### config.mk
export PLATFORM = sky130hd
export DESIGN_NAME = cv32e41s_pmr_mpu_gate
export DESIGN_NICKNAME = d
export VERILOG_FILES = /design/src/rtl/cv32e41s_pmr_mpu_gate.sv
export SDC_FILE = /design/constraint.sdc
export NUM_CORES = 1
export LEC_CHECK = 0
export ABC_AREA = 1
export CAP_MARGIN = 20
export CORE_AREA = 2 2 72 74
export CTS_BUF_LIST = sky130_fd_sc_hd__clkbuf_8
export DETAILED_ROUTE_END_ITERATION = 12
export DIE_AREA = 0 0 74 76
export DONT_BUFFER_PORTS = 1
export SYNTH_ARGS = -nofsm -noshare
export SYNTH_HDL_FRONTEND = slang
export SYNTH_SLANG_ARGS = --single-unit
### constraint.sdc
create_clock -name clk -period 2.25 [get_ports clk]
set_input_delay 0.3375 -clock clk [delete_from_list [all_inputs] [get_ports clk]]
set_output_delay 0.3375 -clock clk [all_outputs]
set_load 0.05 [all_outputs]
### src/rtl/cv32e41s_pmr_mpu_gate.sv
// PMP/PMR gate for one OBI-style port: forwards permitted requests with the relocated address,
// answers faulting ones with a synthetic error once the bus drains. Option: CV32E41S_MPU_FAULT_LOG_EN.
module cv32e41s_pmr_mpu_gate #(
  parameter int IS_INSTR_PORT   = 0,
  parameter int MAX_OUTSTANDING = 2
) (
  input  logic        clk,
  input  logic        rst,
  input  logic        core_req_i,
  output logic        core_gnt_o,
  input  logic [33:0] core_addr_i,
  input  logic        core_we_i,
  input  logic        core_debug_region_i,
  output logic        core_rvalid_o,
  output logic        core_err_o,
  output logic        bus_req_o,
  input  logic        bus_gnt_i,
  output logic [33:0] bus_addr_o,
  output logic        bus_we_o,
  input  logic        bus_rvalid_i,
  input  logic        bus_err_i,
  output logic [33:0] pmp_req_addr_o,
  output logic [1:0]  pmp_req_type_o,
  output logic        pmp_req_debug_region_o,
  input  logic [33:0] pmr_reloc_addr_i,
  input  logic        pmp_req_err_i,
  input  logic        fault_clr_i,
  output logic        fault_valid_o,
  output logic [33:0] fault_addr_o
);

  localparam int            CW      = $clog2(MAX_OUTSTANDING + 1);
  localparam logic [CW-1:0] MAX_CNT = CW'(MAX_OUTSTANDING);

  localparam logic [1:0] PMP_ACC_EXEC  = 2'b00;
  localparam logic [1:0] PMP_ACC_WRITE = 2'b01;
  localparam logic [1:0] PMP_ACC_READ  = 2'b10;

  typedef enum logic [1:0] {IDLE, DRAIN, ERR_RESP} state_e;

  state_e        state_reg, state_next;
  logic [CW-1:0] cnt_reg, cnt_next;
  logic          fault_req;
  logic          permit_req;
  logic          bus_fire;
  logic          rsp_dec;

  assign pmp_req_addr_o         = core_addr_i;
  assign pmp_req_debug_region_o = core_debug_region_i;
  assign pmp_req_type_o = (IS_INSTR_PORT != 0) ? PMP_ACC_EXEC :
                          (core_we_i ? PMP_ACC_WRITE : PMP_ACC_READ);

  // Only IDLE looks at the core; faults are accepted even when the bus side is full.
  assign fault_req  = (state_reg == IDLE) && core_req_i && pmp_req_err_i;
  assign permit_req = (state_reg == IDLE) && core_req_i && !pmp_req_err_i && (cnt_reg < MAX_CNT);

  assign bus_fire = bus_req_o && bus_gnt_i;
  assign rsp_dec  = bus_rvalid_i && (cnt_reg != '0);

  always_comb begin
    cnt_next = cnt_reg;
    case ({bus_fire, rsp_dec})
      2'b10:   cnt_next = cnt_reg + CW'(1);
      2'b01:   cnt_next = cnt_reg - CW'(1);
      default: cnt_next = cnt_reg;
    endcase
  end

  always_ff @(posedge clk) begin
    if (rst) begin
      state_reg <= IDLE;
      cnt_reg   <= '0;
    end else begin
      state_reg <= state_next;
      cnt_reg   <= cnt_next;
    end
  end

  // A synthetic error may only go out once every forwarded transaction has been answered.
  always_comb begin
    state_next = state_reg;
    case (state_reg)
      IDLE:     if (fault_req) state_next = (cnt_next == '0) ? ERR_RESP : DRAIN;
      DRAIN:    if (cnt_next == '0) state_next = ERR_RESP;
      ERR_RESP: state_next = IDLE;
      default:  state_next = IDLE;
    endcase
  end

  always_comb begin
    bus_req_o     = permit_req;
    bus_addr_o    = permit_req ? pmr_reloc_addr_i : '0;
    bus_we_o      = permit_req && core_we_i && (IS_INSTR_PORT == 0);
    core_gnt_o    = fault_req || (permit_req && bus_gnt_i);
    core_rvalid_o = (state_reg == ERR_RESP) || bus_rvalid_i;
    core_err_o    = (state_reg == ERR_RESP) || (bus_rvalid_i && bus_err_i);
  end

`ifdef CV32E41S_MPU_FAULT_LOG_EN
  logic        fault_valid_reg;
  logic [33:0] fault_addr_reg;

  // Clear takes priority over a capture in the same cycle.
  always_ff @(posedge clk) begin
    if (rst) begin
      fault_valid_reg <= 1'b0;
      fault_addr_reg  <= '0;
    end else if (fault_clr_i) begin
      fault_valid_reg <= 1'b0;
      fault_addr_reg  <= '0;
    end else if (fault_req && !fault_valid_reg) begin
      fault_valid_reg <= 1'b1;
      fault_addr_reg  <= core_addr_i;
    end
  end

  assign fault_valid_o = fault_valid_reg;
  assign fault_addr_o  = fault_addr_reg;
`else
  logic unused_fault_clr;
  assign unused_fault_clr = fault_clr_i;
  assign fault_valid_o    = 1'b0;
  assign fault_addr_o     = '0;
`endif

  rvalid_needs_outstanding: assert property (@(posedge clk) disable iff (rst)
    bus_rvalid_i |-> (cnt_reg != '0));

endmodule

Word level (Yosys, flattened, before mapping)

Cells that the tools add are included.
W data, S select, Z words.

Magnitude comparators: 1
Muxes and demuxes: 7
Reduce and logical (&&, ||, !) cells: 16
Add/subtract/negate cells: 2
Eq/ne operators: 6

Operators with widths:

| operator              | count |
|---|---|
| $mux W34              | 1 |
| $logic_and A1 B1 Y1   | 8 |
| $mux W2               | 4 |
| $pmux W2 S2           | 2 |
| $eq A2 B1 Y1 const B  | 2 |
| $eq A2 B2 Y1 const B  | 2 |
| $logic_not A2 Y1      | 2 |
| $ne A2 B2 Y1 const B  | 2 |
| $logic_or A1 B1 Y1    | 3 |
| $add A2 B1 Y2 const B | 1 |
| $lt A2 B2 Y1 const B  | 1 |
| $reduce_and A2 Y1     | 1 |
| $reduce_bool A2 Y1    | 1 |
| $sub A2 B1 Y2 const B | 1 |
| $logic_not A1 Y1      | 1 |

Output and inout bits: 111
Register bits after elaboration: 4

Longest topological paths before layout

Gate-level depths: netlist of the first run.

Word-level depth: 11
Gate-level depth with buffers: 12
Mapped depth without buffers: 12

Least setup slack after synthesis of the first run

Ideal clock, no wire load.

Path kind: register -> output
Start point: register state_reg[1]
End point: output bus_addr_o[10]
Arrival: 1.943 ns
Buffers on the path: 1
Slack: -0.031 ns
Cell stages (with the launch flop): 7
Data required time: 1.913 ns
Path through: dfxtp_1 > nor2_2 > nand2_2 > nor3_4 > inv_2 > buf_6 > nor2_1

Cells in the longest elaborated chain, start to end: 5

RTL lines:

| item                              | RTL line | source |
|---|---|---|
| start, declared                   | 41       | `state_e state_reg, state_next;` |
| start signal, assigned            | 74       | `state_reg <= state_next;` |
| $logic_not A2 Y1                  | 55       | `assign permit_req = (state_reg == IDLE) && core_req_i && !pmp_req_err_i && (cnt_reg < MAX_CNT);` |
| $logic_and A1 B1 Y1 (3 in series) | 55       |  |
| named net bus_req_o               | 16       | `output logic bus_req_o,` |
| $mux W34                          | 92       | `bus_addr_o = permit_req ? pmr_reloc_addr_i : '0;` |
| end, declared                     | 18       | `output logic [33:0] bus_addr_o,` |

The timed path passes the listed nets, and every way through them passes these cells.

Final worst setup path of the first run

Start point: register state_reg[1]
End point: output bus_addr_o[20]

Cells in the longest elaborated chain, start to end: 5

RTL lines:

| item                              | RTL line |
|---|---|
| $logic_not A2 Y1                  | 55 |
| $logic_and A1 B1 Y1 (3 in series) | 55 |
| $mux W34                          | 92 |

No other way between the ends.

==> flow_summary.ini, run 1 <==
[global_routing]
grt_pass1_wl_mm = 2.746
grt_pass1_vias = 671
grt_max_degree = 36
grt_overflow = 0
gr-usage-all-layers = 0.05968
antenna_found_initial = 0

[synthesis]
synthCells = 182
netlist_area_um2 = 1106
ys_seq_area_frac = 0.07240
synth_edf_count = 0
yosysTopAreaCell = buf_4
netlist.area_leader.share = 0.4819
synthFlopType = dfxtp_1
synth.most_common_cell = buf_4
synth_area_leaders = buf_4 (48%), inv_1 (15%), nor2_1 (9.2%), dfxtp_1 (7.2%), nor2_2 (6.2%)
ys.warnings.count = 0
avgSynthCellArea_um2 = 6.077
ys_types = 17
async_flop_share = 0
synth_seq_cells = 4
synth_common_cells = buf_4 (71), inv_1 (43), nor2_1 (27)

[worst_setup_path]
crit_slowest_cell = dfxtp_1
path_max_fanout = 35
path_cells = nor2_2 -> nand2_2 -> nor3_4 -> inv_2 -> nor2_1 -> buf_4
end_kind = output pin
required_ps = 1910
rr_worst_depth = 11
cp.arrival_ps = 1630
rrSetupSlack_ps = 580
crit_type = reg -> out
cpPeakStageDelay_ps = 310
rr_endpoint = state_reg[0]$_SDFFE_PP0P_
r2r_start = state_reg[1]$_SDFFE_PP0P_
cp-start-kind = register

[floorplanning]
ios = 189
fp.dieArea_um2 = 5624
die_h_um = 76
start_util = 0.2252
coreArea_um2 = 4912
rows = 26
die_w_um = 74

[final_layout]
nNetsFinal = 264
final_cell_count_no_fill = 253
post-route-util = 0.2201
n_antenna_cell = 0
drive_gt1_frac = 0.3005
synthToLayoutAreaGrowth_pct = -2.262

[pwr]
power_uw = 853.9
ir_worst_vdd_mv = 0.4642
power.density_nw_per_um2 = 789.9
power.leakage_nw = 0.7159

[sta]
drv_slew = 0
rsz0062_at_grt = false
fin_crit_ps = 1966
slew-limit-headroom = 0.5717
worstMarginPinSlew_ps = 641.5
skew_ps = 1.403
holdWs_ps = 188.0
hold_viol = 0
finalSetupViolCount = 0
min_period_over_period = 0.8739
fmax_mhz = 508.6

[clock_network]
cts_buffer_depth = 2
cts_tree = yes
h-tree-depth = 1
post_cts_buffers = 0
cts_buffers = 3
cts-resized-gates = 0
cts_hold_buf = 0
cts_sinks = 4
clk_pin_slew_ps = 30
root_buffer = clkbuf_8
clk-insertion-delay-late_ps = 220

[outcome]
outcome = finished clean

[worst_hold_path]
min_delay_worst_endpoint = cnt_reg[1]$_SDFF_PP0_
hp-class = in -> reg
hold_start = rst
min_path_cells = 1

[routing]
dr.first_iter.drc_count = 8
drt_pre_antenna_iters = 5
finalWirelength_mm = 1.979
wl_per_cell_um = 7.822
viasPerCell = 3.245
drc = 0
vias = 821
ant_nets = 0

[placement]
dp_hpwl_mm = 1.694
place_inst = 250
gp_congestion = 0.6334
port_buffers = 0

[run]
maxCapViolations = 0
## layout make-up
class / instances / area [um^2]
clock buffers: 3 / 41.29
inverters: 44 / 165.2
multi-input cells: 94 / 421.7
fillers: 545 / 3831
well taps: 70 / 87.58
repair buffers: 38 / 285.3
flip-flops and latches: 4 / 80.08
## cell families (layout without fill, tap and decap cells)
group | count (synthesis) | count (layout) | synth area share
AO/OA/AOI/OAI | 5 | 5 | 0.02262
other | 1 | 35 | 0.003390
AND/OR/NAND/NOR | 52 | 52 | 0.2206
adder cells (fa/ha/maj) | 1 | 1 | 0.01131
flip-flops | 4 | 4 | 0.07240
XOR/XNOR | 1 | 1 | 0.007920
buffers and inverters | 118 | 85 | 0.6618
## per-stage QoR
| stage | instance area, um^2 | setup slack (ps) | TNS, ps |
|---|---|---|---|
| 2_1_floorplan | 1234 | -30.97 | -619.4 |
| 3_3_place_gp | 1040 | 526.4 | 0 |
| 3_5_place_dp | 1040 | 478.7 | 0 |
| 4_1_cts | 1081 | 241.8 | 0 |
| 5_1_grt | 1081 | 73.96 | 0 |
| 6_report | 1081 | 283.8 | 0 |
## where the power goes
part / internal (mW) / leakage (nW) / switching (mW)
Sequential: 0.0856 / 0.0326 / 0.0129
Clock: 0.114 / 0.0216 / 0.0373
Combinational: 0.125 / 0.662 / 0.479
## critical path, delay by kind of cell (launching register included)
family	cells	cell delay [ps]
buffers and inverters	2	500
flip-flops	1	310
AND/OR/NAND/NOR	4	580
## how the worst max path moves through the flow
stage                                    from        endpoint
floorplan           state_reg[1]$_SDFFE_PP0P_  bus_addr_o[10]
global placement    state_reg[1]$_SDFFE_PP0P_  bus_addr_o[10]
detailed placement  state_reg[0]$_SDFFE_PP0P_  bus_addr_o[13]
CTS                 state_reg[0]$_SDFFE_PP0P_  bus_addr_o[13]
global route        state_reg[0]$_SDFFE_PP0P_  bus_addr_o[19]
finish              state_reg[1]$_SDFFE_PP0P_  bus_addr_o[20]
## routing by layer
layer	part of all wire	up-vias	track usage
met4	0.0061	0	0.03636
met3	0.15	4	0.01720
li1	-	406	-
met1	0.36	324	0.05863
met5	0	-	0
met2	0.48	87	0.1063
## cells in the final DEF, fill, tap and decap left out, drive strengths merged
cell,count
o21ai,2
nor2,38
a21oi,3
nand3,3
xor2,1
nand4,1
clkbuf,3
conb,35
buf,38
inv,44
nor3,1
ha,1
dfxtp,4
nand2,9
Note: power is estimated with default switching activity, not from simulation.
==> run 2: changes to the inputs <==
==> constraint.sdc (replaced) <==
create_clock -name clk -period 2.25 [get_ports clk]
set_input_delay 0.45 -clock clk [delete_from_list [all_inputs] [get_ports clk]]
set_output_delay 0.45 -clock clk [all_outputs]
set_load 0.05 [all_outputs]
==> run 2 against run 1 <==
Effect of this change:
- highest routed layer unchanged
- global-route usage rose by 0.77 points
- register-to-register slack got worse by 50 ps
- largest power group unchanged
- die area did not move
- critical path depth did not move
- first-iteration DRC count fell by 13%
- utilization rose by 0.36 points
- non-clock buffer count rose by 2
- wire length rose by 5.0%
- total power rose by 1.1%
- clock power barely moved
==> flow_summary.ini, run 2 (synthesis gave the netlist of run 1 again) <==
[outcome]
outcome = finished clean

[final_layout]
final_cell_mix = inv_1 (43), buf_4 (40), conb_1 (35)
nNetsFinal = 266
multiInputGateArea_um2 = 421.7
post-route-util = 0.2236
final_common_cell = inv_1
fill_cells = 548
synthToLayoutAreaGrowth_pct = -0.6791
fin_area_um2 = 1099
n_antenna_cell = 0
final_cell_count_no_fill = 255
seqCellArea_um2 = 80.08
drive_gt1_frac = 0.3081

[clock_network]
clk_pin_slew_ps = 30
cts_tree = yes
clk-insertion-delay-late_ps = 220
cts_hold_buf = 0
root_buffer = clkbuf_8
post_cts_buffers = 0
cts-resized-gates = 0
cts_buffers = 3
cts_sinks = 4
h-tree-depth = 1
cts_buffer_depth = 2

[pwr]
intPower_uw = 330.5
switching_share = 0.6171
power.leakage_nw = 0.7264
ir_worst_vdd_mv = 0.3445
pwr-share-seq = 0.114
power_frac_comb = 0.711
power.density_nw_per_um2 = 785.8
power_uw = 863.2
clock_power_share = 0.175
switching_power_uw = 532.7

[sta]
min_period_over_period = 0.8850
fin_setup_tns_ps = 0
finalSetupViolCount = 0
hold_viol = 0
skew_ps = 1.137
rsz0062_at_grt = false
fmax_mhz = 502.2
setup_ws_ps = 258.7
fin_crit_ps = 1991
drv_slew = 0
holdWs_ps = 300.0

[routing]
viasPerCell = 3.302
wl_met3_um = 327
highest_layer = met4
dr_wl_met2_um = 981
drt_pre_antenna_iters = 3
wl_per_cell_um = 8.149
finalWirelength_mm = 2.078
ant_nets = 0
vias = 842
routedLengthMet1_um = 709
drc = 0
dr.first_iter.drc_count = 7

[placement]
place_area_um2 = 1055
dp_hpwl_mm = 1.781
place_inst = 252
dp_worst_setup_slack_ps = 337.0
gp_congestion = 0.6330
port_buffers = 0

[floorplanning]
rows = 26
die_h_um = 76
coreArea_um2 = 4912
fp.dieArea_um2 = 5624
die_w_um = 74
start_util = 0.2252
ios = 189

[worst_setup_path]
cp.arrival_ps = 1540
r2r_start = state_reg[1]$_SDFFE_PP0P_
rr_endpoint = state_reg[0]$_SDFFE_PP0P_
rr_worst_depth = 9
path_max_fanout = 35
rrSetupSlack_ps = 530
crit_type = reg -> out
end_kind = output pin
cp-start-kind = register
required_ps = 1800

[worst_hold_path]
min_delay_worst_endpoint = cnt_reg[1]$_SDFF_PP0_
hp-class = in -> reg
min_path_cells = 1
hold_start = rst

[run]
maxCapViolations = 0

[global_routing]
grt_pass1_wl_mm = 2.953
grt_pass1_vias = 712
grt_overflow = 0
gr-usage-all-layers = 0.06736
antenna_found_initial = 0
grt_max_degree = 36
## run 2: power by group through the flow
stage          clock [mW]  sequential (mW)  combinational, mW
2_1_floorplan           0           0.0968              0.727
3_3_place_gp            0           0.0991              0.609
3_5_place_dp            0           0.0994              0.616
4_1_cts             0.157           0.0985              0.618
5_1_grt             0.163            0.101              0.654
6_report            0.151           0.0984              0.614
## run 2: critical path, cell delays in order, from the launching register on
cell and delay (ps):
dfxtp_1 310, nor2_2 140, nand2_2 80, nor3_4 200, inv_4 190, nor2_1 160, buf_4 210
## run 2: area by class of cell
type | instances | share of cell area
Clock buffer | 3 | 0.03759
Inverter | 44 | 0.1526
Multi-Input combinational cell | 94 | 0.3838
Sequential cell | 4 | 0.07289
Tap cell | 70 | 0.07973
Timing Repair Buffer | 40 | 0.2733
## run 2: worst max path at each step
stage / depth (start not counted) / startpoint / slack (ps) / endpoint
global placement: 6 / state_reg[1]$_SDFFE_PP0P_ / 400 / bus_addr_o[10]
global route: 6 / state_reg[0]$_SDFFE_PP0P_ / 80 / bus_addr_o[16]
detailed placement: 6 / state_reg[1]$_SDFFE_PP0P_ / 340 / bus_addr_o[16]
floorplan: 5 / core_req_i / -160 / bus_addr_o[10]
finish: 6 / state_reg[1]$_SDFFE_PP0P_ / 260 / bus_addr_o[16]
CTS: 6 / state_reg[1]$_SDFFE_PP0P_ / 100 / bus_addr_o[16]
## run 2: routing by layer
layer / vias to the layer above / global-route usage
met5: - / 0
met2: 88 / 0.1196
met4: 0 / 0.05273
li1: 411 / -
met3: 9 / 0.02646
met1: 334 / 0.05698
